==> src/rtl/db9md_pkg.sv <==
// Shared constants for the DB9 Mega Drive pad scanner: output bit positions
// and the per-pad scan step indices.
package db9md_pkg;

  localparam int unsigned BIT_R     = 0;
  localparam int unsigned BIT_L     = 1;
  localparam int unsigned BIT_D     = 2;
  localparam int unsigned BIT_U     = 3;
  localparam int unsigned BIT_B     = 4;
  localparam int unsigned BIT_C     = 5;
  localparam int unsigned BIT_A     = 6;
  localparam int unsigned BIT_START = 7;
  localparam int unsigned BIT_MODE  = 8;
  localparam int unsigned BIT_X     = 9;
  localparam int unsigned BIT_Y     = 10;
  localparam int unsigned BIT_Z     = 11;

  localparam logic [2:0] P_DIR    = 3'd0;
  localparam logic [2:0] P_ID     = 3'd1;
  localparam logic [2:0] P_SIX    = 3'd5;
  localparam logic [2:0] P_EXT    = 3'd6;
  localparam logic [2:0] P_COMMIT = 3'd7;

  localparam int unsigned IDLE_START = 16;

endpackage

==> src/rtl/db9md_tick_gen.sv <==
// Free-running prescaler: one-clock tick on the last clock of every
// STEP_DIV-clock scan step.
module db9md_tick_gen #(
  parameter int unsigned STEP_DIV = 384
) (
  input  logic clk,
  input  logic RESET,
  output logic tick
);
  localparam int unsigned   CW   = (STEP_DIV > 1) ? $clog2(STEP_DIV) : 1;
  localparam logic [CW-1:0] LAST = CW'(STEP_DIV - 1);

  logic [CW-1:0] cnt;

  always_ff @(posedge clk or posedge RESET) begin
    if (RESET)            cnt <= '0;
    else if (cnt == LAST) cnt <= '0;
    else                  cnt <= cnt + 1'b1;
  end

  assign tick = (cnt == LAST);

endmodule

==> src/rtl/db9md_pad_scanner.sv <==
// Scans two Mega Drive / Atari pads sharing one DB9 line set and presents
// each as a 16-bit active-high button word, updated once per scan frame.
module db9md_pad_scanner
  import db9md_pkg::*;
#(
  parameter int unsigned STEP_DIV    = 384,
  parameter int unsigned FRAME_STEPS = 256
) (
  input  logic        clk,
  input  logic        RESET,
  input  logic [5:0]  joy_in,
  output logic        joy_mdsel,
  output logic        joy_split,
  output logic [15:0] joystick1,
  output logic [15:0] joystick2
);
  localparam int unsigned   SW     = $clog2(FRAME_STEPS);
  localparam logic [SW-1:0] S_LAST = SW'(FRAME_STEPS - 1);
  localparam logic [SW-1:0] S_IDLE = SW'(IDLE_START);
  localparam logic [SW-1:0] S_PAD2 = SW'(8);

  logic [5:0]    sync1, sync2, n;
  logic          tick, active, sample;
  logic [SW-1:0] s;
  logic [2:0]    p;
  logic [15:0]   shadow, shadow_nxt, commit_word;
  logic          md, md_nxt, six, six_nxt;

  always_ff @(posedge clk or posedge RESET) begin
    if (RESET) begin
      sync1 <= '1;
      sync2 <= '1;
    end else begin
      sync1 <= joy_in;
      sync2 <= sync1;
    end
  end

  db9md_tick_gen #(.STEP_DIV(STEP_DIV)) u_tick (
    .clk  (clk),
    .RESET(RESET),
    .tick (tick)
  );

  always_ff @(posedge clk or posedge RESET) begin
    if (RESET)          s <= '0;
    else if (tick)      s <= (s == S_LAST) ? '0 : s + 1'b1;
  end

  assign active    = (s < S_IDLE);
  assign p         = s[2:0];
  assign sample    = tick & active;
  assign n         = ~sync2;
  assign joy_split = (s >= S_PAD2);
  // Even steps drive SELECT high; the long idle-high lets the pad's
  // internal phase counter time out before the next pass.
  assign joy_mdsel = active ? ~s[0] : 1'b1;

  always_comb begin
    shadow_nxt = shadow;
    md_nxt     = md;
    six_nxt    = six;
    case (p)
      P_DIR: begin
        shadow_nxt        = '0;
        shadow_nxt[BIT_U] = n[0];
        shadow_nxt[BIT_D] = n[1];
        shadow_nxt[BIT_L] = n[2];
        shadow_nxt[BIT_R] = n[3];
        shadow_nxt[BIT_B] = n[4];
        shadow_nxt[BIT_C] = n[5];
        md_nxt            = 1'b0;
        six_nxt           = 1'b0;
      end
      P_ID: begin
        md_nxt                = ~sync2[2] & ~sync2[3];
        shadow_nxt[BIT_A]     = n[4];
        shadow_nxt[BIT_START] = n[5];
      end
      P_SIX: six_nxt = (sync2[3:0] == 4'b0000);
      P_EXT: begin
        shadow_nxt[BIT_Z]    = n[0];
        shadow_nxt[BIT_Y]    = n[1];
        shadow_nxt[BIT_X]    = n[2];
        shadow_nxt[BIT_MODE] = n[3];
      end
      default: ;
    endcase
  end

  always_comb begin
    commit_word = shadow;
    if (!md) begin
      commit_word[BIT_A]     = 1'b0;
      commit_word[BIT_START] = 1'b0;
    end
    if (!six) begin
      commit_word[BIT_MODE] = 1'b0;
      commit_word[BIT_X]    = 1'b0;
      commit_word[BIT_Y]    = 1'b0;
      commit_word[BIT_Z]    = 1'b0;
    end
  end

  always_ff @(posedge clk or posedge RESET) begin
    if (RESET) begin
      shadow    <= '0;
      md        <= 1'b0;
      six       <= 1'b0;
      joystick1 <= '0;
      joystick2 <= '0;
    end else if (sample) begin
      shadow <= shadow_nxt;
      md     <= md_nxt;
      six    <= six_nxt;
      if (p == P_COMMIT) begin
        if (s[3]) joystick2 <= commit_word;
        else      joystick1 <= commit_word;
      end
    end
  end

endmodule

==> config.mk <==
export PLATFORM = sky130hd
export DESIGN_NAME = db9md_pad_scanner
export DESIGN_NICKNAME = d
export VERILOG_FILES = /design/src/rtl/db9md_pkg.sv /design/src/rtl/db9md_tick_gen.sv /design/src/rtl/db9md_pad_scanner.sv
export SDC_FILE = /design/constraint.sdc
export NUM_CORES = 1
export LEC_CHECK = 0
export ABC_CLOCK_PERIOD_IN_PS = 2600
export BUFFER_PORTS_ARGS = -buffer_cell sky130_fd_sc_hd__buf_2
export CAP_MARGIN = 20
export CORE_MARGIN = 2
export CORE_UTILIZATION = 50
export CTS_BUF_LIST = sky130_fd_sc_hd__clkbuf_2 sky130_fd_sc_hd__clkbuf_4 sky130_fd_sc_hd__clkbuf_8
export DETAILED_ROUTE_END_ITERATION = 6
export PLACE_DENSITY = 0.71
export RECOVER_POWER = 25
export REMOVE_ABC_BUFFERS = 1
export SYNTH_ARGS = -nofsm -noshare
export SYNTH_HDL_FRONTEND = slang
export SYNTH_HIERARCHICAL = 1
export SYNTH_SLANG_ARGS = --single-unit
==> constraint.sdc <==
create_clock -name clk -period 2.6 [get_ports clk]
set_input_delay 0.13 -clock clk [delete_from_list [all_inputs] [get_ports clk]]
set_output_delay 0.13 -clock clk [all_outputs]
set_load 0.05 [all_outputs]
==> results of run 1 <==
==> stage by stage <==
step	hold slack [ns]	cells	util	power, mW	setup slack (ns)
after floorplan	-0.0421	217	-	1.12	-0.702
final	0.282	351	0.608	1.96	0.460
after global placement	0.126	328	0.561	1.14	0.537
after detailed placement	0.115	328	0.561	1.14	0.464
after global routing	0.309	351	0.608	2.04	0.240
after CTS	0.291	351	0.609	1.99	0.448
==> area by class of cell <==
class                           instances  area [um2]
Clock inverter                          7        68.8
Clock buffer                            9         124
Timing Repair Buffer                   46         275
Sequential cell                        67        1690
Inverter                               16        60.1
Multi-Input combinational cell        134        1020
Tap cell                               72        90.1
Fill cell                             434        2150
==> synth_stat cells, drive strengths merged <==
library cell / count
a21oi: 2
a221o: 4
a31oi: 1
a41o: 1
and2: 7
buf: 10
clkbuf: 2
conb: 1
dfrtp: 55
dfstp: 12
ha: 6
inv: 16
mux2: 25
mux2i: 7
nand2: 12
nand2b: 1
nand3: 6
nand4: 6
nand4b: 1
nor2: 12
nor2b: 1
nor3: 2
nor3b: 3
nor4: 2
o211ai: 3
o21ai: 5
o22ai: 2
o2bb2ai: 3
o31ai: 1
or2: 1
or3: 3
or4: 1
or4b: 1
xnor2: 3
xor2: 4
==> flip-flops by register name, summed over array words and instances (netlist names) <==
register,count
sync2,6
six,1
shadow,12
sync1,6
u_tick/cnt,9
joystick1,12
md,1
joystick2,12
s,8
==> cells by family after synthesis <==
| group | after synthesis | synth area share |
|---|---|---|
| muxes | 32 | 0.125 |
| adders and majority gates | 6 | 0.0267 |
| other | 1 | 0.00133 |
| AOI/OAI and AO/OA | 22 | 0.0569 |
| DFF | 67 | 0.601 |
| buffers and inverters | 28 | 0.0489 |
| and+or+nand+nor | 59 | 0.118 |
| xor gates and xnor gates | 7 | 0.0218 |
==> what timing repair did <==
| item | in CTS | in global routing |
|---|---|---|
| hold buffers | 7 | 0 |
| endpoints found under the setup margin | 0 | 0 |
| endpoints found under the hold margin | 61 | 0 |
==> layer usage <==
metal | up-vias | routed length, um | part of all wire
met4 | 0 | 136 | 0.029
met5 | - | 0 | 0
met2 | 37 | 2180 | 0.46
met3 | 16 | 192 | 0.041
li1 | 862 | - | -
met1 | 830 | 2230 | 0.47
==> cell usage in the layout (no fill, tap or decap), types with 2 or more instances in the layout <==
| cell type | n |
|---|---|
| inv_1 | 15 |
| o211ai_1 | 3 |
| o2bb2ai_1 | 3 |
| clkinv_2 | 3 |
| dfrtp_1 | 55 |
| nand2_1 | 12 |
| xor2_1 | 4 |
| a221o_1 | 4 |
| clkbuf_1 | 2 |
| clkinvlp_4 | 2 |
| nand4_1 | 6 |
| ha_1 | 6 |
| nand3_1 | 5 |
| nor2_1 | 12 |
| buf_4 | 5 |
| mux2i_1 | 7 |
| buf_2 | 32 |
| o22ai_1 | 2 |
| xnor2_1 | 3 |
| or3_1 | 2 |
| o21ai_0 | 4 |
| nor3_1 | 2 |
| conb_1 | 8 |
| dfstp_2 | 12 |
| nor3b_1 | 3 |
| and2_1 | 7 |
| mux2_2 | 25 |
| dlygate4sd3_1 | 7 |
| a21oi_1 | 2 |
| clkbuf_8 | 9 |
==> power by group <==
| part | internal [mW] | switching, mW | leakage [nW] | total [mW] |
|---|---|---|---|---|
| clock | 0.438 | 0.392 | 0.0950 | 0.830 |
| sequential | 1.06 | 0.00535 | 0.881 | 1.06 |
| combinational | 0.0127 | 0.0477 | 0.714 | 0.0604 |
==> worst register-to-register path, delay by kind of cell (launching register included) <==
kind / cells / cell delay (ns)
mux: 1 / 0.22
buf+inv: 1 / 0.25
fa+ha+maj: 1 / 0.22
flops: 1 / 0.39
simple gates: 4 / 0.94
==> worst max-delay path by stage <==
stage,from,endpoint,slack [ns]
after floorplan,u_tick/cnt[0],joystick2[0],-0.70
after detailed placement,u_tick/cnt[0],shadow[0],0.46
after global placement,u_tick/cnt[0],shadow[2],0.54
final,u_tick/cnt[0],shadow[1],0.46
after global routing,u_tick/cnt[0],shadow[2],0.24
after CTS,u_tick/cnt[0],shadow[1],0.45
==> results.cfg, run 1 <==
[route]
drtIter0Drc = 50
drtAntennaViolNets = 0
drc = 0
wl_per_cell_um = 13.5
first_pass_iters = 4
routed_wl_um = 4740
avgViaCountPerCell = 4.97
vias = 1745

[global_routing]
top_usage_layer = met2
grt_pass1_vias = 1713
antenna_found_initial = 0
met1_usage = 0.236
grt_util_met2 = 0.255
use_met3 = 0.0443
grt_pass1_wl_um = 8090
overflow = 0
grt_usage = 0.177
grt_max_degree = 33

[sta]
finalSetupViolCount = 0
rsz0062_at_grt = false
slew_headroom = 0.102
tightest_slew_ns = 1.35
finalCritPeriodShare = 0.823
drv_slew = 0
tns_ns = 0
max_freq_mhz = 467
hold_viol = 0
skew_ns = 0.00924
period_needed_ns = 2.14

[synthesis]
synth_cells = 222
yosysTopAreaCellShare = 0.489
synth_seq_cells = 67
synth_top_cell_by_area = dfrtp_1
synth_cell_types = 40
synth.cell_area_mm2 = 0.00281
yosys_warnings = 6
ys_seq_area_frac = 0.601
synthTopCellsByArea = dfrtp_1 (49%), dfstp_2 (11%), mux2_2 (10%)
syn_area_per_cell_um2 = 12.7

[critical_path]
crit_type = flop to flop
crit_family = simple AND/OR/NAND/NOR gates
ff2ff_setup_slack_ns = 0.46
critical_path.max_fanout = 18
r2r-end = shadow[1]
crit_chain = ha_1, nand4_1, nor4_2, buf_4, nor2b_1, nand3_1, mux2i_1
cp.arrival_ns = 2.36
rr_worst_depth = 7
cp_num_buf_inv = 1
start_kind = flop
worst_ep_required_time_ns = 2.82
end_kind = flop
worst_path_largest_cell_delay_ns = 0.39
cp.depth = 7
r2r_start = u_tick/cnt[0]
critPathSlowestCell = dfrtp_1

[layout]
drive_gt1_frac = 0.341
syn_to_final_growth_pct = 18.2
fin_nets = 288
final_area_mm2 = 0.00333
diodes = 0

[clock_network]
clk_pin_slew_ns = 0.07
cts_resized = 0
cts_tree = done
htreeDepth = 3
postCtsSetupBuffers = 0
cts.path.max_buffers = 2
numCtsBuffers = 9
insertion_delay_ns = 0.35
cts-root-buf = clkbuf_8
clock_sinks = 67

[place]
port_buffers = 33
place_hpwl_um = 3340
place_area_mm2 = 0.00307
gp_congestion = 0.764

[floorplan]
core.rowCount = 27
die-height_um = 79
io_pins = 42
die_x_um = 79
die_area_mm2 = 0.00624
start_util = 0.514
core_area_mm2 = 0.00547

[run]
maxCapViolations = 0

[worst_hold_path]
worstHoldPathType = input port to async pin

[outcome]
status = finished, final reports clean

[power_and_ir_drop]
ir_worst_vdd_v = 0.000411
p_per_area_mw_per_mm2 = 588
leakage_nw = 1.69
Power figures use the tool's default switching activity.
==> run 2: changes to the inputs <==
--- a/config.mk
+++ b/config.mk
@@ -5,14 +5,15 @@
 export SDC_FILE = /design/constraint.sdc
 export NUM_CORES = 1
 export LEC_CHECK = 0
-export ABC_CLOCK_PERIOD_IN_PS = 2600
+export ABC_AREA = 1
+export ABC_CLOCK_PERIOD_IN_PS = 1900
 export BUFFER_PORTS_ARGS = -buffer_cell sky130_fd_sc_hd__buf_2
 export CAP_MARGIN = 20
 export CORE_MARGIN = 2
 export CORE_UTILIZATION = 50
 export CTS_BUF_LIST = sky130_fd_sc_hd__clkbuf_2 sky130_fd_sc_hd__clkbuf_4 sky130_fd_sc_hd__clkbuf_8
 export DETAILED_ROUTE_END_ITERATION = 6
-export PLACE_DENSITY = 0.71
+export PLACE_DENSITY = 0.74
 export RECOVER_POWER = 25
 export REMOVE_ABC_BUFFERS = 1
 export SYNTH_ARGS = -nofsm -noshare
==> constraint.sdc (replaced) <==
create_clock -name clk -period 1.9 [get_ports clk]
set_input_delay 0.095 -clock clk [delete_from_list [all_inputs] [get_ports clk]]
set_output_delay 0.095 -clock clk [all_outputs]
set_load 0.05 [all_outputs]
==> run 2 against run 1 <==
Net effect: cell count grew 36%; synthesized area increased by 9.6%; global-route usage grew 0.56 points; fmax is 19% higher; wire length rose by 16%; hold slack worse by 0.028 ns.
==> results.cfg, run 2 <==
[route]
avgViaCountPerCell = 4.78
wl_per_cell_um = 11.4
drtIter0Drc = 101
drtAntennaViolNets = 0
vias = 2289
drc = 0
routed_wl_um = 5480
first_pass_iters = 6

[power_and_ir_drop]
leakage_nw = 2.02
p_per_area_mw_per_mm2 = 760
ir_worst_vdd_v = 0.000712
totalPowerFinal_mw = 2.71

[sta]
period_needed_ns = 1.80
tns_ns = 0
finalCritPeriodShare = 0.950
skew_ns = 0.0104
tightest_slew_ns = 1.24
slew_headroom = 0.170
finalSetupViolCount = 0
max_freq_mhz = 554
drv_slew = 0
hold_viol = 0
setup_slack_ns = 0.0957

[global_routing]
grt_usage = 0.182
grt_pass1_vias = 2220
antenna_found_initial = 0
grt_max_degree = 59
grt_pass1_wl_um = 9350
overflow = 0

[layout]
top_regs = joystick1 x12, joystick2 x12, shadow x12
drive_gt1_frac = 0.228
diodes = 0
final_cell_mix = nand2_1 (119), dfrtp_1 (55), buf_2 (33), inv_1 (32), nand3_1 (24)
layout_commonest_cell = nand2_1
syn_to_final_growth_pct = 15.8
fin_nets = 413

[synthesis]
synth.cell_area_mm2 = 0.00308
synth_fa_ha_area_frac = 0.0244
yosysTopAreaCellShare = 0.447
synth-compound-area-share = 0.0451
synthMuxAreaShare = 0
yosysMostFrequentCell = nand2_1
synth-xor-area-share = 0.0171
synth_cells = 349
synth_cell_types = 26
synth-edff-count = 0
syn_area_per_cell_um2 = 8.83
synthTopCellsByCount = nand2_1 (120), dfrtp_1 (55), inv_1 (33)
synthTopCellsByArea = dfrtp_1 (45%), nand2_1 (15%), dfstp_2 (10%)
synth_seq_cells = 67
ys_async_sr_fraction = 1.00
yosys.area_share.simple = 0.278
synth_top_cell_by_area = dfrtp_1
yosys_warnings = 6
synth_top_family_by_area = simple AND/OR/NAND/NOR gates
ys_seq_area_frac = 0.549
synthFlopType = dfrtp_1

[clock_network]
insertion_delay_ns = 0.35
numCtsBuffers = 9
cts-root-buf = clkbuf_8
cts.path.max_buffers = 2
clk_pin_slew_ns = 0.08
clock_sinks = 67
cts_tree = done
htreeDepth = 3

[critical_path]
rr_worst_depth = 11
worst_ep_required_time_ns = 2.19
ff2ff_setup_slack_ns = 0.1
r2r-end = joystick2[3]
critical_path.max_fanout = 14
end_kind = flop
start_kind = flop
r2r_start = u_tick/cnt[0]
cp.arrival_ns = 2.09
crit_type = flop to flop

[place]
place_ws_ns = 0.165
port_buffers = 33
gp_congestion = 0.855
place_hpwl_um = 3830

[floorplan]
die_x_um = 82.5
core.rowCount = 28
io_pins = 42
start_util = 0.517
die_area_mm2 = 0.00681
core_area_mm2 = 0.00596
die-height_um = 82.5

[worst_hold_path]
worstHoldPathType = input port to async pin

[outcome]
status = finished, final reports clean

[run]
maxCapViolations = 0
run 2: cell types whose count changed after synthesis, moves of 4 or more:
| cell | delta |
|---|---|
| a221o_1 | -4 |
| and2_1 | -7 |
| buf_6 | +4 |
| inv_1 | +17 |
| mux2_2 | -25 |
| mux2i_1 | -7 |
| nand2_1 | +108 |
| nand3_1 | +19 |
| nand4_1 | -6 |
| nor2_1 | +11 |
| nor2_2 | +6 |
| nor2_4 | +7 |
| o21ai_1 | +17 |
run 2: area by class of cell:
class | count | area, um2
Timing Repair Buffer | 47 | 284
Sequential cell | 67 | 1690
Clock inverter | 6 | 65.1
Clock buffer | 10 | 138
Fill cell | 518 | 2390
Multi-Input combinational cell | 238 | 1160
Inverter | 36 | 136
Tap cell | 75 | 93.8
run 2: routing by layer:
| layer | vias up | wire length, um | GRT usage | part of all wire |
|---|---|---|---|---|
| met5 | - | 0 | 0 | 0 |
| met4 | 0 | 72 | 0.0607 | 0.013 |
| met3 | 7 | 305 | 0.0717 | 0.056 |
| met2 | 60 | 2620 | 0.314 | 0.48 |
| met1 | 1058 | 2480 | 0.208 | 0.45 |
| li1 | 1164 | - | - | - |
run 2: cells by family after synthesis:
logic type | count (synthesis)
AOI/OAI and AO/OA | 27
xor gates and xnor gates | 6
adders and majority gates | 6
buffers and inverters | 52
DFF | 67
other | 1
and+or+nand+nor | 190
run 2: power breakdown:
group / total, mW / switching, mW / internal, mW
sequential: 1.45 / 0.00525 / 1.45
combinational: 0.0843 / 0.0682 / 0.0162
clock: 1.18 / 0.538 / 0.638
total: 2.71 / 0.611 / 2.10
run 2: through the flow:
| stage | cell area, um2 | util | cells | hold slack (ns) |
|---|---|---|---|---|
| global route | 3570 | 0.599 | 479 | 0.292 |
| global placement | 3280 | 0.551 | 452 | 0.0827 |
| CTS | 3550 | 0.597 | 475 | 0.261 |
| detailed placement | 3280 | 0.551 | 452 | 0.0860 |
| floorplan | 2980 | - | 340 | -0.0771 |
| finish | 3570 | 0.599 | 479 | 0.254 |
run 2: worst max-delay path by stage:
stage | start | to | slack, ns | depth (start not counted)
global placement | u_tick/cnt[0] | joystick1[2] | 0.22 | 11
floorplan | u_tick/cnt[0] | joystick2[10] | 0.18 | 11
finish | u_tick/cnt[0] | joystick2[3] | 0.1 | 11
global route | u_tick/cnt[0] | joystick2[3] | -0.03 | 11
detailed placement | u_tick/cnt[0] | joystick2[2] | 0.16 | 11
CTS | s[4] | joy_split | 0.06 | 5
run 2: what timing repair did:
item                                    in CTS  in global routing
hold buffers                                 7                  0
endpoints found under the setup margin       0                  4
gates resized for setup                      0                  1
endpoints found under the hold margin       61                  0
buffers inserted                             0                  3
run 2: critical path: stages, from the launching register on:
cell and delay [ns]:
dfrtp_1 0.38, ha_1 0.20, nand2_2 0.09, nor2_4 0.11
nand2_2 0.07, nor2_4 0.14, nand2_1 0.09, clkinv_2 0.07
nand2_4 0.12, nor2_2 0.29, nand2_1 0.10, nand2_1 0.09
